<file path="config.mk">
export PLATFORM = sky130hd
export DESIGN_NAME = serial_subtractor
export DESIGN_NICKNAME = d
export VERILOG_FILES = /design/src/rtl/serial_subtractor.sv
export SDC_FILE = /design/constraint.sdc
export NUM_CORES = 1
export LEC_CHECK = 0
export BUFFER_PORTS_ARGS = -buffer_cell sky130_fd_sc_hd__buf_2
export CELL_PAD_IN_SITES_DETAIL_PLACEMENT = 1
export CELL_PAD_IN_SITES_GLOBAL_PLACEMENT = 1
export CORE_MARGIN = 2
export CORE_UTILIZATION = 43
export DETAILED_ROUTE_END_ITERATION = 8
export HOLD_SLACK_MARGIN = 0.12
export PLACE_DENSITY_LB_ADDON = 0.1
export SKIP_CTS_REPAIR_TIMING = 1
export SYNTH_ARGS = -nofsm -noshare
export SYNTH_HDL_FRONTEND = slang
export SYNTH_SLANG_ARGS = --single-unit
</file>
<file path="constraint.sdc">
create_clock -name clk -period 1.75 [get_ports clk]
set_clock_uncertainty 0.05 [all_clocks]
set_input_delay 0.175 -clock clk [delete_from_list [all_inputs] [get_ports clk]]
set_output_delay 0.175 -clock clk [all_outputs]
set_load 0.05 [all_outputs]
</file>
<file path="src/rtl/serial_subtractor.sv">
// rtl/serial_subtractor.sv - bit-serial two's-complement subtractor, LSB first (optional SERIAL_SUB_OVF_EN adds ovf)
module serial_subtractor #(
    parameter int WIDTH = 8
) (
    input  logic             clk,
    input  logic             rst_n,
    input  logic             start,
    input  logic [WIDTH-1:0] a,
    input  logic [WIDTH-1:0] b,
    output logic             busy,
    output logic             done,
    output logic [WIDTH-1:0] diff,
`ifdef SERIAL_SUB_OVF_EN
    output logic             ovf,
`endif
    output logic             bout
);

    localparam int CW = $clog2(WIDTH);
    localparam logic [CW-1:0] LAST = CW'(WIDTH - 1);

    typedef enum logic [1:0] {IDLE, SHIFT, DONE} state_t;

    state_t           state, state_nx;
    logic [WIDTH-1:0] a_sh, b_sh, r_sh;
    logic [CW-1:0]    cnt;
    logic             bin;
    logic             accept, last, x, y, d, bnx;

    always_ff @(posedge clk or negedge rst_n) begin
        if (!rst_n) state <= IDLE;
        else        state <= state_nx;
    end

    always_comb begin
        state_nx = state;
        accept   = 1'b0;
        last     = 1'b0;
        x        = a_sh[0];
        y        = b_sh[0];
        d        = x ^ y ^ bin;
        bnx      = (~x & y) | (~(x ^ y) & bin);
        case (state)
            IDLE: begin
                accept = start;
                if (start) state_nx = SHIFT;
            end
            SHIFT: begin
                last = (cnt == LAST);
                if (cnt == LAST) state_nx = DONE;
            end
            DONE: begin
                // DONE accepts a new start exactly like IDLE for back-to-back use
                accept   = start;
                state_nx = start ? SHIFT : IDLE;
            end
            default: state_nx = IDLE;
        endcase
    end

    assign busy = (state == SHIFT);
    assign done = (state == DONE);

    always_ff @(posedge clk or negedge rst_n) begin
        if (!rst_n) begin
            a_sh <= '0;
            b_sh <= '0;
            r_sh <= '0;
            bin  <= 1'b0;
            cnt  <= '0;
            diff <= '0;
            bout <= 1'b0;
`ifdef SERIAL_SUB_OVF_EN
            ovf  <= 1'b0;
`endif
        end else if (accept) begin
            a_sh <= a;
            b_sh <= b;
            r_sh <= '0;
            bin  <= 1'b0;
            cnt  <= '0;
        end else if (state == SHIFT) begin
            a_sh <= a_sh >> 1;
            b_sh <= b_sh >> 1;
            r_sh <= {d, r_sh[WIDTH-1:1]};
            bin  <= bnx;
            cnt  <= cnt + CW'(1);
            if (last) begin
                diff <= {d, r_sh[WIDTH-1:1]};
                bout <= bnx;
`ifdef SERIAL_SUB_OVF_EN
                // x and y are the latched operand MSBs on the final bit
                ovf  <= (x != y) && (d != x);
`endif
            end
        end
    end

endmodule

</file>
== Word level (Yosys, flattened, before mapping) ==
Index checks and enable logic that the tools add are counted.
Storage, ports and cells
  bits in registers: 39
  output and inout port bits: 11
Operators by class
  add/subtract/negate cells: 1
  equality and inequality tests: 5
  mux-type cells: 16
  bitwise logic cells: 8
  reductions and logical operators: 5
Operators with widths (number)
  $mux 8: 6
  $mux 3: 2
  $pmux 2 s3: 1
  $mux 1: 5
  $mux 2: 2
  $add 3x1->3 const B: 1
  $eq 3x3->1 const B: 1
  $not 1->1: 3
  $reduce_and 3->1: 1
  $and 1x1->1: 2
  $eq 2x1->1 const B: 1
  $eq 2x2->1 const B: 1
  $logic_not 2->1: 1
  $ne 2x1->1 const B: 1
  $ne 2x2->1 const B: 1
  $reduce_and 2->1: 1
  $reduce_bool 2->1: 1
  $reduce_or 2->1: 1
  $xor 1x1->1: 2
  $or 1x1->1: 1

== Logic depth before layout (Yosys ltp) ==
  word-level depth: 6
  depth in mapped cells: 6
  depth with buffers taken out: 5

== Least setup slack after synthesis ==
Ideal clock, no wire load.
  path kind: reg-to-reg
  from: register cnt[0]
  to: register diff[0]
  setup time: 0.128 ns
  arrival: 1.368 ns
  data required time: 1.572 ns
  path slack: 0.204 ns
  stages on the path, launching flop included: 6
  path buffers: 1
  period minus slack after synthesis: 1.546 ns
  path through: dfrtp_1 -> ha_1 -> ha_1 -> nand3b_1 -> buf_2 -> mux2_1
Between the ends
  cells in the longest elaborated chain, start to end: 3
RTL lines
  from (decl): line 26  | logic [CW-1:0] cnt;
  from (signal assigned): line 87  | cnt <= cnt + CW'(1);
  $eq 3x3->1: line 49  | last = (cnt == LAST);
  $mux 1: line 43  | case (state)
  $reduce_and 3->1 (no source line)
  to (signal assigned): line 89  | diff <= {d, r_sh[WIDTH-1:1]};
  to (decl): line 12  | output logic [WIDTH-1:0] diff,
Every way passes these cells.
A chain may end at the register's enable or synchronous reset.

== Final worst setup path ==
  from: register state[1]
  to: output port busy
Between the ends
  cells in the longest elaborated chain, start to end: 1
RTL lines
  from (decl): line 24  | state_t state, state_nx;
  from (signal assigned): line 32  | else state <= state_nx;
  $eq 2x1->1: line 61  | assign busy = (state == SHIFT);
  to (decl): line 10  | output logic busy,
Every way passes these cells.

==> run_results.csv <==
group,metric,value,unit
detailed_routing,wirelength,3360,um
setup_path,critPathTopFamily,"flip-flops",
synthesis,synth_top_area_share,58.3,%
clock_tree,worstSkewPairLatency,0.29,ns
clock_tree,cts_made_buffers,5,
synthesis,synth_area_leader_cell,"dfrtp_1",
final_layout,area_growth,22.1,%
floorplanning,die_area,4300,um^2
detailed_routing,drt_pre_antenna_iters,4,
synthesis,synthTopCellsByArea,"dfrtp_1 58%, mux2_1 7.6%, a22o_1 6.4%",
detailed_routing,drt-initial-drc-count,49,
setup_path,critPathCaptureType,"output pin",
detailed_routing,dr_total_vias,1157,
sta,setup_viol,0,
power,irDropWorstVdd,0.000658,V
sta,fin_crit,1.61,ns
synthesis,ys_ff_latch,38,
grt,track_usage,18.1,%
detailed_routing,via_per_inst,5.19,
clock_tree,tritoncts,"built",
synthesis,syn_avg_cell_area,12.4,um^2
synthesis,synth_fp_nets,154,
sta,tightest_slew,0.474,ns
floorplanning,rows,22,
clock_tree,cts_sinks,38,
setup_path,slowest_stage,"dfrtp_1",
final_layout,final_nets,196,
sta,timing.setup.tns,0,ns
final_layout,n_antenna_cell,0,
synthesis,ys_types,24,
grt,grt_overflow,0,
power,p_sw,1.55,mW
setup_path,worstPathRequired,1.52,ns
setup_path,cp_max_fo,8,
setup_path,r2r_cells,5,
grt,grt_pass1_vias,1284,
floorplanning,core-area,3660,um^2
power,seq_power_share,40.5,%
setup_path,critical_path_class,"register to output pin",
placement,io_buffers,29,
clock_tree,root_buffer,"clkbuf_8",
worst_hold_path,worstHoldPathType,"input port to register",
setup_path,start_kind,"register",
sta,max_freq,622,MHz
sta,slew_headroom,68.4,%
synthesis,synth-main-ff-cell,"dfrtp_1",
clock_tree,htree_levels,2,
floorplanning,io_pins,30,
synthesis,netlist_area,1630,um^2
grt,grt_max_degree,39,
clock_tree,clk_path_buf_depth,2,
floorplanning,die_w,65.6,um
power,p_clk_share,16.1,%
synthesis,async_flop_share,100,%
sta,rsz0062_at_grt,"no",
setup_path,cp.buffers_inverters,2,
power,power.density,1910,nW/um^2
setup_path,crit_cells,3,
sta,report.final.slew_viol_count,0,
run_status,status,"finished, final reports clean",
setup_path,cp_cell_sequence,"nand2b_1 -> inv_2 -> buf_2",
flow_run,cap_violations,0,
detailed_routing,drc,0,
power,p_int,2.25,mW
sta,period_share,91.9,%
final_layout,drive_above_1_share,33.1,%
power,p_comb_share,43.4,%
placement,gp_congestion,0.760,
setup_path,critical_path_arrival,1.38,ns
floorplanning,start_util,44.5,%
grt,grt_pass1_wl,5880,um
setup_path,critPathMaxStageDelay,0.45,ns
synthesis,yosysSeqAreaShare,58.3,%
sta,hold_violations,0,
synthesis,syn_inst,132,
power,leakage,0.999,nW
synthesis,yosys_warnings,0,
detailed_routing,wl_per_cell,15.1,um
floorplanning,fp.dieH,65.6,um
worst_hold_path,hold_depth,3,
final_layout,final_util,54.4,%
synthesis,synth_commonest_cells,"38 x dfrtp_1, 14 x inv_1, 12 x a22o_1, 12 x o22ai_1, 11 x mux2_1",
clock_tree,path_clk_slew,0.07,ns
grt,antenna_found_initial,0,
synthesis,synth-edff-count,0,
synthesis,yosysMostFrequentCell,"dfrtp_1",
placement,dp_hpwl,2330,um
detailed_routing,detail-route-antenna-nets,0,
power,switching_share,40.8,%
## tightest hold or removal path, delay by kind of cell
kind                   cells  cell delay (ns)
AOI/OAI and AO/OA          2             0.15
buffers and inverters      1             0.07
## cells in the final DEF, fill, tap and decap left out, types with 2 or more instances in the layout
master,n
o22ai_1,12
nand2b_1,2
ha_1,2
a211oi_1,2
dlygate4sd3_1,3
clkbuf_8,6
mux2_1,11
inv_1,14
inv_2,2
buf_4,10
mux2i_1,2
a21oi_1,5
nand2_1,2
a22o_1,12
dfrtp_1,38
buf_2,29
o21ai_1,2
nor2b_1,4
a21oi_2,9
## per-layer routing
layer | part of all wire, % | vias up | global-route usage, %
li1 | - | 548 | -
met1 | 43 | 580 | 21.8
met2 | 52 | 24 | 31.9
met3 | 3.5 | 5 | 4.11
met4 | 1.3 | 0 | 6.25
met5 | 0 | - | 0
## kinds of logic after synthesis
group           Yosys count  synth area share (%)
simple gates             10                  3.45
mux                      14                  9.52
buf+inv                  23                  6.22
fa+ha+maj                 3                  2.76
flops                    38                  58.3
compound gates           44                  19.7
## registers in the layout (all words and copies together) (netlist names)
register,count
a_sh,8
b_sh,8
diff,8
r_sh,7
cnt,3
state,2
bin,1
bout,1
## cell type report
class                   instances  area, um^2
well taps                      48        60.1
fillers                       418        1670
clock buffers                   7        86.3
inverters                      16        60.1
clock inverters                 1        5.00
repair buffers                 42         250
multi-input cells              71         578
flip-flops and latches         38         951
## power groups by stage
stage	Combinational, mW	Clock, mW	Sequential [mW]
3_3_place_gp	1.59	0	1.52
4_1_cts	1.68	0.627	1.54
5_1_grt	1.83	0.667	1.60
3_5_place_dp	1.67	0	1.55
6_report	1.65	0.613	1.54
2_1_floorplan	0.982	0	1.76
## metrics by stage
step	power [mW]	area (um^2)	hold WS (ns)	cells	setup slack [ns]
after CTS	3.85	1960	-0.104	220	0.124
after global placement	3.12	1870	0.196	212	0.233
final	3.81	1990	0.107	223	0.142
after global routing	4.09	1990	0.120	223	0.0873
after detailed placement	3.22	1870	0.203	212	0.195
after floorplan	2.75	1630	-0.171	132	0.204
## worst paths after layout
kind | start | end | slack, ns
hold reg to reg | diff[7] | diff[7] | 0.44
max in group asynchronous | rst_n | cnt[2] | 0.90
setup reg to reg | cnt[0] | diff[2] | 0.15
hold / removal | a[6] | a_sh[6] | 0.11
setup / recovery | state[1] | busy | 0.14
min in group asynchronous | rst_n | r_sh[3] | 0.42
No activity file was read; power rests on OpenSTA's default activity.
